--- config.mk ---
export PLATFORM = sky130hd
export DESIGN_NAME = mux_rr_sched
export DESIGN_NICKNAME = d
export VERILOG_FILES = /design/src/rtl/mux_sched_pkg.sv /design/src/rtl/rr_pick8.sv /design/src/rtl/mux_rr_sched.sv
export SDC_FILE = /design/constraint.sdc
export NUM_CORES = 1
export LEC_CHECK = 0
export ABC_CLOCK_PERIOD_IN_PS = 4050
export CORE_UTILIZATION = 35
export CTS_CLUSTER_DIAMETER = 30
export DETAILED_ROUTE_END_ITERATION = 6
export MAX_ROUTING_LAYER = met4
export SLEW_MARGIN = 10
export SYNTH_ARGS = -nofsm -noshare
export SYNTH_HDL_FRONTEND = slang
export SYNTH_HIERARCHICAL = 1
export SYNTH_SLANG_ARGS = --single-unit
--- constraint.sdc ---
create_clock -name CLK -period 4.05 [get_ports CLK]
set_input_delay 1.0125 -clock CLK [delete_from_list [all_inputs] [get_ports CLK]]
set_output_delay 1.0125 -clock CLK [all_outputs]
set_load 0.005 [all_outputs]
--- src/rtl/mux_sched_pkg.sv ---
// Shared definitions for the round-robin select-mux scheduler.
//   NREQ    : number of requesters sharing the mux
//   SELW    : width of the mux select
//   state_e : scheduler FSM states
package mux_sched_pkg;

  localparam int NREQ = 8;
  localparam int SELW = 3;

  typedef enum logic {
    IDLE  = 1'b0,
    GRANT = 1'b1
  } state_e;

endpackage

--- src/rtl/rr_pick8.sv ---
// Rotating-priority picker for 8 requesters.
// Ports:
//   req [7:0] : request vector, bit i = requester i
//   ptr [2:0] : index that currently has the highest priority
//   any       : at least one request is set
//   idx [2:0] : first set request found searching ptr, ptr+1, ... modulo 8
module rr_pick8
  import mux_sched_pkg::*;
(
  input  logic [NREQ-1:0] req,
  input  logic [SELW-1:0] ptr,
  output logic            any,
  output logic [SELW-1:0] idx
);

  logic [NREQ-1:0] rot_s;
  logic [SELW-1:0] enc_s;

  // Index of the lowest set bit; zero when nothing is set (masked by any).
  function automatic logic [SELW-1:0] first_set(input logic [NREQ-1:0] v);
    logic [SELW-1:0] r;
    r = {SELW{1'b0}};
    for (int i = NREQ - 1; i >= 0; i--) begin
      if (v[i]) begin
        r = SELW'(i);
      end else begin
        r = r;
      end
    end
    return r;
  endfunction

  // Rotate right by ptr so bit 0 of rot_s is the highest-priority requester.
  always_comb begin
    rot_s = NREQ'({req, req} >> ptr);
    enc_s = first_set(rot_s);
  end

  assign any = |req;
  // Undo the rotation; the 3-bit add wraps modulo 8 naturally.
  assign idx = enc_s + ptr;

endmodule

--- src/rtl/mux_rr_sched.sv ---
// Round-robin scheduler sharing one 8:1 single-bit select mux among 8 requesters.
// Ports:
//   CLK  : rising-edge clock
//   RST  : synchronous active-high reset
//   EN   : allows new grants when high; an active grant always completes
//   REQ  : request lines, bit i = requester i
//   I    : data bits, bit i = requester i
//   S    : registered select = index of the granted requester
//   GNT  : registered one-hot grant, zero when idle
//   BUSY : registered, high while a grant is active
//   OUT  : combinational I[S] while BUSY, else 0
module mux_rr_sched
  import mux_sched_pkg::*;
#(
  parameter int HOLD = 4,
  parameter int CW   = 8
) (
  input  logic            CLK,
  input  logic            RST,
  input  logic            EN,
  input  logic [NREQ-1:0] REQ,
  input  logic [NREQ-1:0] I,
  output logic [SELW-1:0] S,
  output logic [NREQ-1:0] GNT,
  output logic            BUSY,
  output logic            OUT
);

  localparam logic [CW-1:0]   CNT_LOAD = CW'(HOLD - 1);
  localparam logic [CW-1:0]   CNT_ONE  = CW'(1);
  localparam logic [SELW-1:0] SEL_ONE  = SELW'(1);
  localparam logic [NREQ-1:0] GNT_ONE  = NREQ'(1);

  state_e          state_r;
  logic [CW-1:0]   cnt_r;
  logic [SELW-1:0] ptr_r;
  logic            pick_any_s;
  logic [SELW-1:0] pick_idx_s;

  rr_pick8 u_pick (
    .req (REQ),
    .ptr (ptr_r),
    .any (pick_any_s),
    .idx (pick_idx_s)
  );

  // Scheduler FSM: arbitrate in IDLE, count down the grant window in GRANT.
  always_ff @(posedge CLK) begin
    if (RST) begin
      state_r <= IDLE;
      cnt_r   <= {CW{1'b0}};
      ptr_r   <= {SELW{1'b0}};
      S       <= {SELW{1'b0}};
      GNT     <= {NREQ{1'b0}};
      BUSY    <= 1'b0;
    end else begin
      case (state_r)
        IDLE: begin
          if (EN && pick_any_s) begin
            state_r <= GRANT;
            S       <= pick_idx_s;
            GNT     <= GNT_ONE << pick_idx_s;
            BUSY    <= 1'b1;
            cnt_r   <= CNT_LOAD;
          end else begin
            state_r <= IDLE;
          end
        end
        GRANT: begin
          // EN and the other requesters are deliberately ignored here.
          if (REQ[S] && (cnt_r != {CW{1'b0}})) begin
            cnt_r <= cnt_r - CNT_ONE;
          end else begin
            // Release: S keeps its value; the served index gets lowest priority.
            state_r <= IDLE;
            GNT     <= {NREQ{1'b0}};
            BUSY    <= 1'b0;
            ptr_r   <= S + SEL_ONE;
          end
        end
        default: begin
          state_r <= IDLE;
          GNT     <= {NREQ{1'b0}};
          BUSY    <= 1'b0;
        end
      endcase
    end
  end

  // No register between I and OUT: the data bit passes straight through the mux.
  assign OUT = BUSY ? I[S] : 1'b0;

endmodule

Word level (Yosys, flattened, before mapping)
Index checks and enable logic that the tools add are counted.
{"block": "totals", "reg_bits": 24, "wordCells": 50}
{"block": "classes", "bitwise": 2, "mux": 25, "eq_ne": 3, "n_reduce_logical": 8, "addsub": 3, "order_cmp": 1, "shifts": 2}
{"cell": "$mux W8", "count": 4}
{"cell": "$pmux W8 S2", "count": 2}
{"cell": "$mux W3", "count": 8}
{"cell": "$shr A16 B3 Y8", "count": 1}
{"cell": "$reduce_and A2 Y1", "count": 4}
{"cell": "$reduce_bool A8 Y1", "count": 1}
{"cell": "$reduce_or A8 Y1", "count": 1}
{"cell": "$shl A1 B3 Y8 const A", "count": 1}
{"cell": "$sub A8 B1 Y8 const B", "count": 1}
{"cell": "$mux W1", "count": 7}
{"cell": "$bmux W1 S3", "count": 2}
{"cell": "$lt A3 B4 Y1 const B", "count": 1}
{"cell": "$ne A2 B2 Y1 const B", "count": 2}
{"cell": "$pmux W1 S2", "count": 2}
{"cell": "$add A3 B1 Y3 const B", "count": 1}
{"cell": "$add A3 B3 Y3", "count": 1}
{"cell": "$logic_and A1 B1 Y1", "count": 2}
{"cell": "$ne A2 B1 Y1 const B", "count": 1}
{"cell": "$not A1 Y1", "count": 2}

Depth between registers and ports, before layout
{"block": "depth", "depth_word": 13, "mapped_depth": 14, "depth_no_buf": 13}

Modules after synthesis
The synthesis kept the hierarchy.
{"mod": "mux_rr_sched", "cells_per_inst": 150, "seq_area_each_um2": 480.5, "n_inst": 1, "area_per_inst_um2": 1330.0}
{"mod": "rr_pick8", "cells_per_inst": 50, "seq_area_each_um2": 0.0, "n_inst": 1, "area_per_inst_um2": 519.2}

Least setup slack after synthesis
No wires, ideal clock.
{"block": "synth_timing", "path_type": "input-to-reg", "startpoint": "input REQ[7]", "endpoint": "register GNT[3]", "slack_ns": 0.228, "arrival_ns": 3.752, "required_ns": 3.980, "n_path_buf": 0, "cell_stages": 12, "path_cell_list": "mux4_1 mux2i_1 o311ai_0 a21bo_2 a31oi_1 ha_1 inv_1 fa_1 xnor2_1 xnor2_1 or4b_1 a21oi_1"}
{"block": "synth_via", "elab_chain_len": 13}
{"item": "start: declaration", "line": "mux_rr_sched.sv:21", "text": "input logic [NREQ-1:0] REQ,"}
{"item": "$shr A16 B3 Y8 (*)", "line": "rr_pick8.sv:35", "text": "rot_s = NREQ'({req, req} >> ptr);"}
{"item": "$mux W3 (7 in a row)", "line": "rr_pick8.sv:24", "text": "if (v[i]) begin"}
{"item": "$mux W3 (*)", "line": "rr_pick8.sv:24"}
{"item": "$add A3 B3 Y3 (*)", "line": "rr_pick8.sv:41", "text": "assign idx = enc_s + ptr;"}
{"item": "net pick_idx_s[2]", "line": "mux_rr_sched.sv:38", "text": "logic [SELW-1:0] pick_idx_s;"}
{"item": "$shl A1 B3 Y8 (*)", "line": "mux_rr_sched.sv:62", "text": "GNT <= GNT_ONE << pick_idx_s;"}
{"item": "$mux W8 (*)", "line": "mux_rr_sched.sv:59", "text": "if (EN && pick_any_s) begin"}
{"item": "$pmux W8 S2 (*)", "line": "mux_rr_sched.sv:57", "text": "case (state_r)"}
{"item": "end signal: assignment", "line": "mux_rr_sched.sv:54", "text": "GNT <= {NREQ{1'b0}};"}
{"item": "end signal: assignment", "line": "mux_rr_sched.sv:62"}
{"item": "end signal: assignment", "line": "mux_rr_sched.sv:76", "text": "GNT <= {NREQ{1'b0}};"}
{"item": "end: declaration", "line": "mux_rr_sched.sv:24", "text": "output logic [NREQ-1:0] GNT,"}
The timed path passes the listed nets; every way through them passes the cells marked *. The select of a mux whose other input is x is not followed.
A chain may end at the register's enable or synchronous reset.

Worst setup path in the final report
{"block": "layout_timing", "startpoint": "input REQ[3]", "endpoint": "register GNT[3]"}
The elaborated chain is that of the path after synthesis.

==> metrics.cfg <==
[synth]
syn_area_mm2 = 0.00185
netlist_instances = 200
synth_area_leaders = dfxtp_1, mux4_1, a21oi_1, mux2i_1, o211ai_1
synth_warnings = 6
synth_fp_nets = 224
synth-main-ff-cell = dfxtp_1
synth_common_cells = dfxtp_1, a21oi_1, nand2_1, inv_1, o211ai_1
yosysTopAreaCell = dfxtp_1
ys_async_sr_fraction_pct = 0
synth_edf_count = 0
synthMostInstantiatedCell = dfxtp_1
netlist.area_leader.share_pct = 26.0
ys_seq_elements = 24
ys_seq_area_share_pct = 26.0
synth_area_per_cell_um2 = 9.25
synthDistinctLibCells = 50

[layout]
multi_input_area_mm2 = 0.00127
area_growth_pct = 36.3
drive_gt1_share_pct = 26.3
antenna_cells = 0
final_cells = 325
nets = 280
fin_util_pct = 49.3
regArea_um2 = 480
nFillCells = 507

[sta]
min_period_ns = 3.95
fin_skew_ns = 0.0109
final_max_slew_viol_count = 0
whs_ns = 0.478
slew_headroom_pct = 38.7
finalHoldViolations = 0
max_freq_mhz = 253
grt_setup_unrepaired = false
fin_crit_sh_pct = 97.6
worst_pin_slew_ns = 0.917
setup_viol = 0

[floorplan]
initial_core_util_pct = 36.2
chipWidth_um = 74.7
chipHeight_um = 74.7
fp.coreArea_mm2 = 0.00511
dieArea_mm2 = 0.00558
io_pins = 32
rows = 26

[setup_path]
critical_path_arrival_ns = 4.16
r2r_end = GNT[3]
worstRegToRegCells = 12
crit_path_start = REQ[3]
crit_path_start_kind = primary input
cp.required_ns = 4.26
reg2reg_from = ptr_r[0]
crit_type = in2reg
critPathMaxFanout = 4
endpoint_kind = flip-flop
crit_end = GNT[3]
reg2reg_slack_ns = 0.41

[drt]
totalWireLength_um = 4460
dr.pass1.iters = 4
drt_iter0_markers = 124
drc = 0
vias = 1737
viasPerCell = 5.34
detail-route-antenna-nets = 0
avgRoutedWirePerCell_um = 13.7

[cts]
hold_buffers = 0
clkSinkCount = 24
htreeDepth = 1
cts_tree = yes
clk_latency_ns = 0.27
cts_made_buffers = 3
root_buffer = clkbuf_8
cts.path.max_buffers = 2
clk_pin_slew_ns = 0.09

[power]
peakVddDrop_mv = 0.318
pwr_density_cell_mw_per_mm2 = 328
power_uw = 826
p_leak_uw = 0.000986

[place]
dp_hpwl_um = 3260
dp.cells = 320
port_buffers = 31
gp_congestion = 0.817

[global_route]
grt_max_degree = 25
grt_use_total_pct = 17.8
overflow = 0
antenna_found_initial = 0
grt_first_pass_wirelength_um = 7480
grt_pass1_vias = 1582

[flow_run]
drv_cap = 0

[outcome]
outcome = completed

[hold_path]
holdCritPathClass = reg2reg

layout by cell type (no fill, tap or decap), types with 7 or more instances in the layout:
cell type / Yosys / final
clkdlybuf4s50_1: 0 / 23
nand2_1: 16 / 16
inv_1: 10 / 9
a21oi_1: 19 / 19
nand3_1: 9 / 9
o211ai_1: 10 / 10
buf_4: 1 / 32
o21ai_0: 8 / 8
dlymetal6s2s_1: 0 / 7
dfxtp_1: 24 / 24
nor2_1: 9 / 8
state kept, by name, summed over array words and instances (netlist names):
name,cells
ptr_r,3
state_r,1
cnt_r,8
GNT,8
S,3
BUSY,1
kinds of logic (layout without fill, tap and decap cells):
family | Yosys count | count (layout) | share of synthesized area, %
AO/OA/AOI/OAI | 59 | 59 | 22.7
XOR/XNOR | 3 | 3 | 1.42
adder cells (fa/ha/maj) | 5 | 5 | 3.79
buffers and inverters | 23 | 78 | 6.02
flip-flops | 24 | 24 | 26.0
multiplexers | 25 | 25 | 22.8
AND/OR/NAND/NOR | 61 | 61 | 17.3
what timing repair did:
action	in CTS	in global routing
gates resized for setup	6	18
buffers inserted	1	0
pin swaps	2	8
setup endpoints to repair	1	8
gates cloned	0	0
endpoints found under the hold margin	0	0
final cells by class:
cell class                 instances  share of cell area [%]
tap                               70                    3.48
multi-input combinational        153                    50.5
clock inverter                     1                    1.19
inverter                          11                    1.64
clock buffer                       3                    1.64
sequential                        24                    19.1
timing repair buffer              63                    22.5
layer usage:
metal	global-route usage (%)	share of wire [%]	vias up
met5	-	0	-
met4	1.26	0.18	0
met1	24.9	49	825
li1	-	-	870
met2	28.1	46	40
met3	3.21	4.3	2
worst min path at each step:
stage                         from       end  slack [ns]  cells after the start
after floorplan           cnt_r[7]  cnt_r[7]        0.45                      2
after global placement    cnt_r[7]  cnt_r[7]        0.46                      2
after detailed placement  cnt_r[7]  cnt_r[7]        0.47                      2
after CTS                 cnt_r[7]  cnt_r[7]        0.48                      2
after global routing      cnt_r[7]  cnt_r[7]        0.51                      2
final                     cnt_r[7]  cnt_r[7]        0.48                      2
per-stage QoR:
stage,area [µm²],setup WS (ns),TNS [ns]
after floorplan,1850,0.228,0
final,2520,0.0970,0
after detailed placement,2410,-0.374,-2.03
after CTS,2470,0.00484,0
after global routing,2520,0.00812,0
after global placement,2410,-0.276,-1.29
power breakdown:
part           internal, µW  leakage, µW  switching (µW)  total [µW]
combinational           180     0.000755             155         334
clock                   132    0.0000357            79.2         211
sequential              254     0.000195            26.3         280
total                   566     0.000986             260         826
worst max-delay path, cell delays in order:
cell and delay, ns:
dlygate4sd2_1 0.27, mux4_2 0.51, mux2i_2 0.22, o311ai_2 0.13, a21bo_2 0.21, a31oi_1 0.15
ha_2 0.19, inv_1 0.06, fa_2 0.38, xnor2_2 0.23, xnor2_2 0.12, or4b_1 0.54
a21oi_1 0.15
No activity file was read; power rests on OpenSTA's default activity.
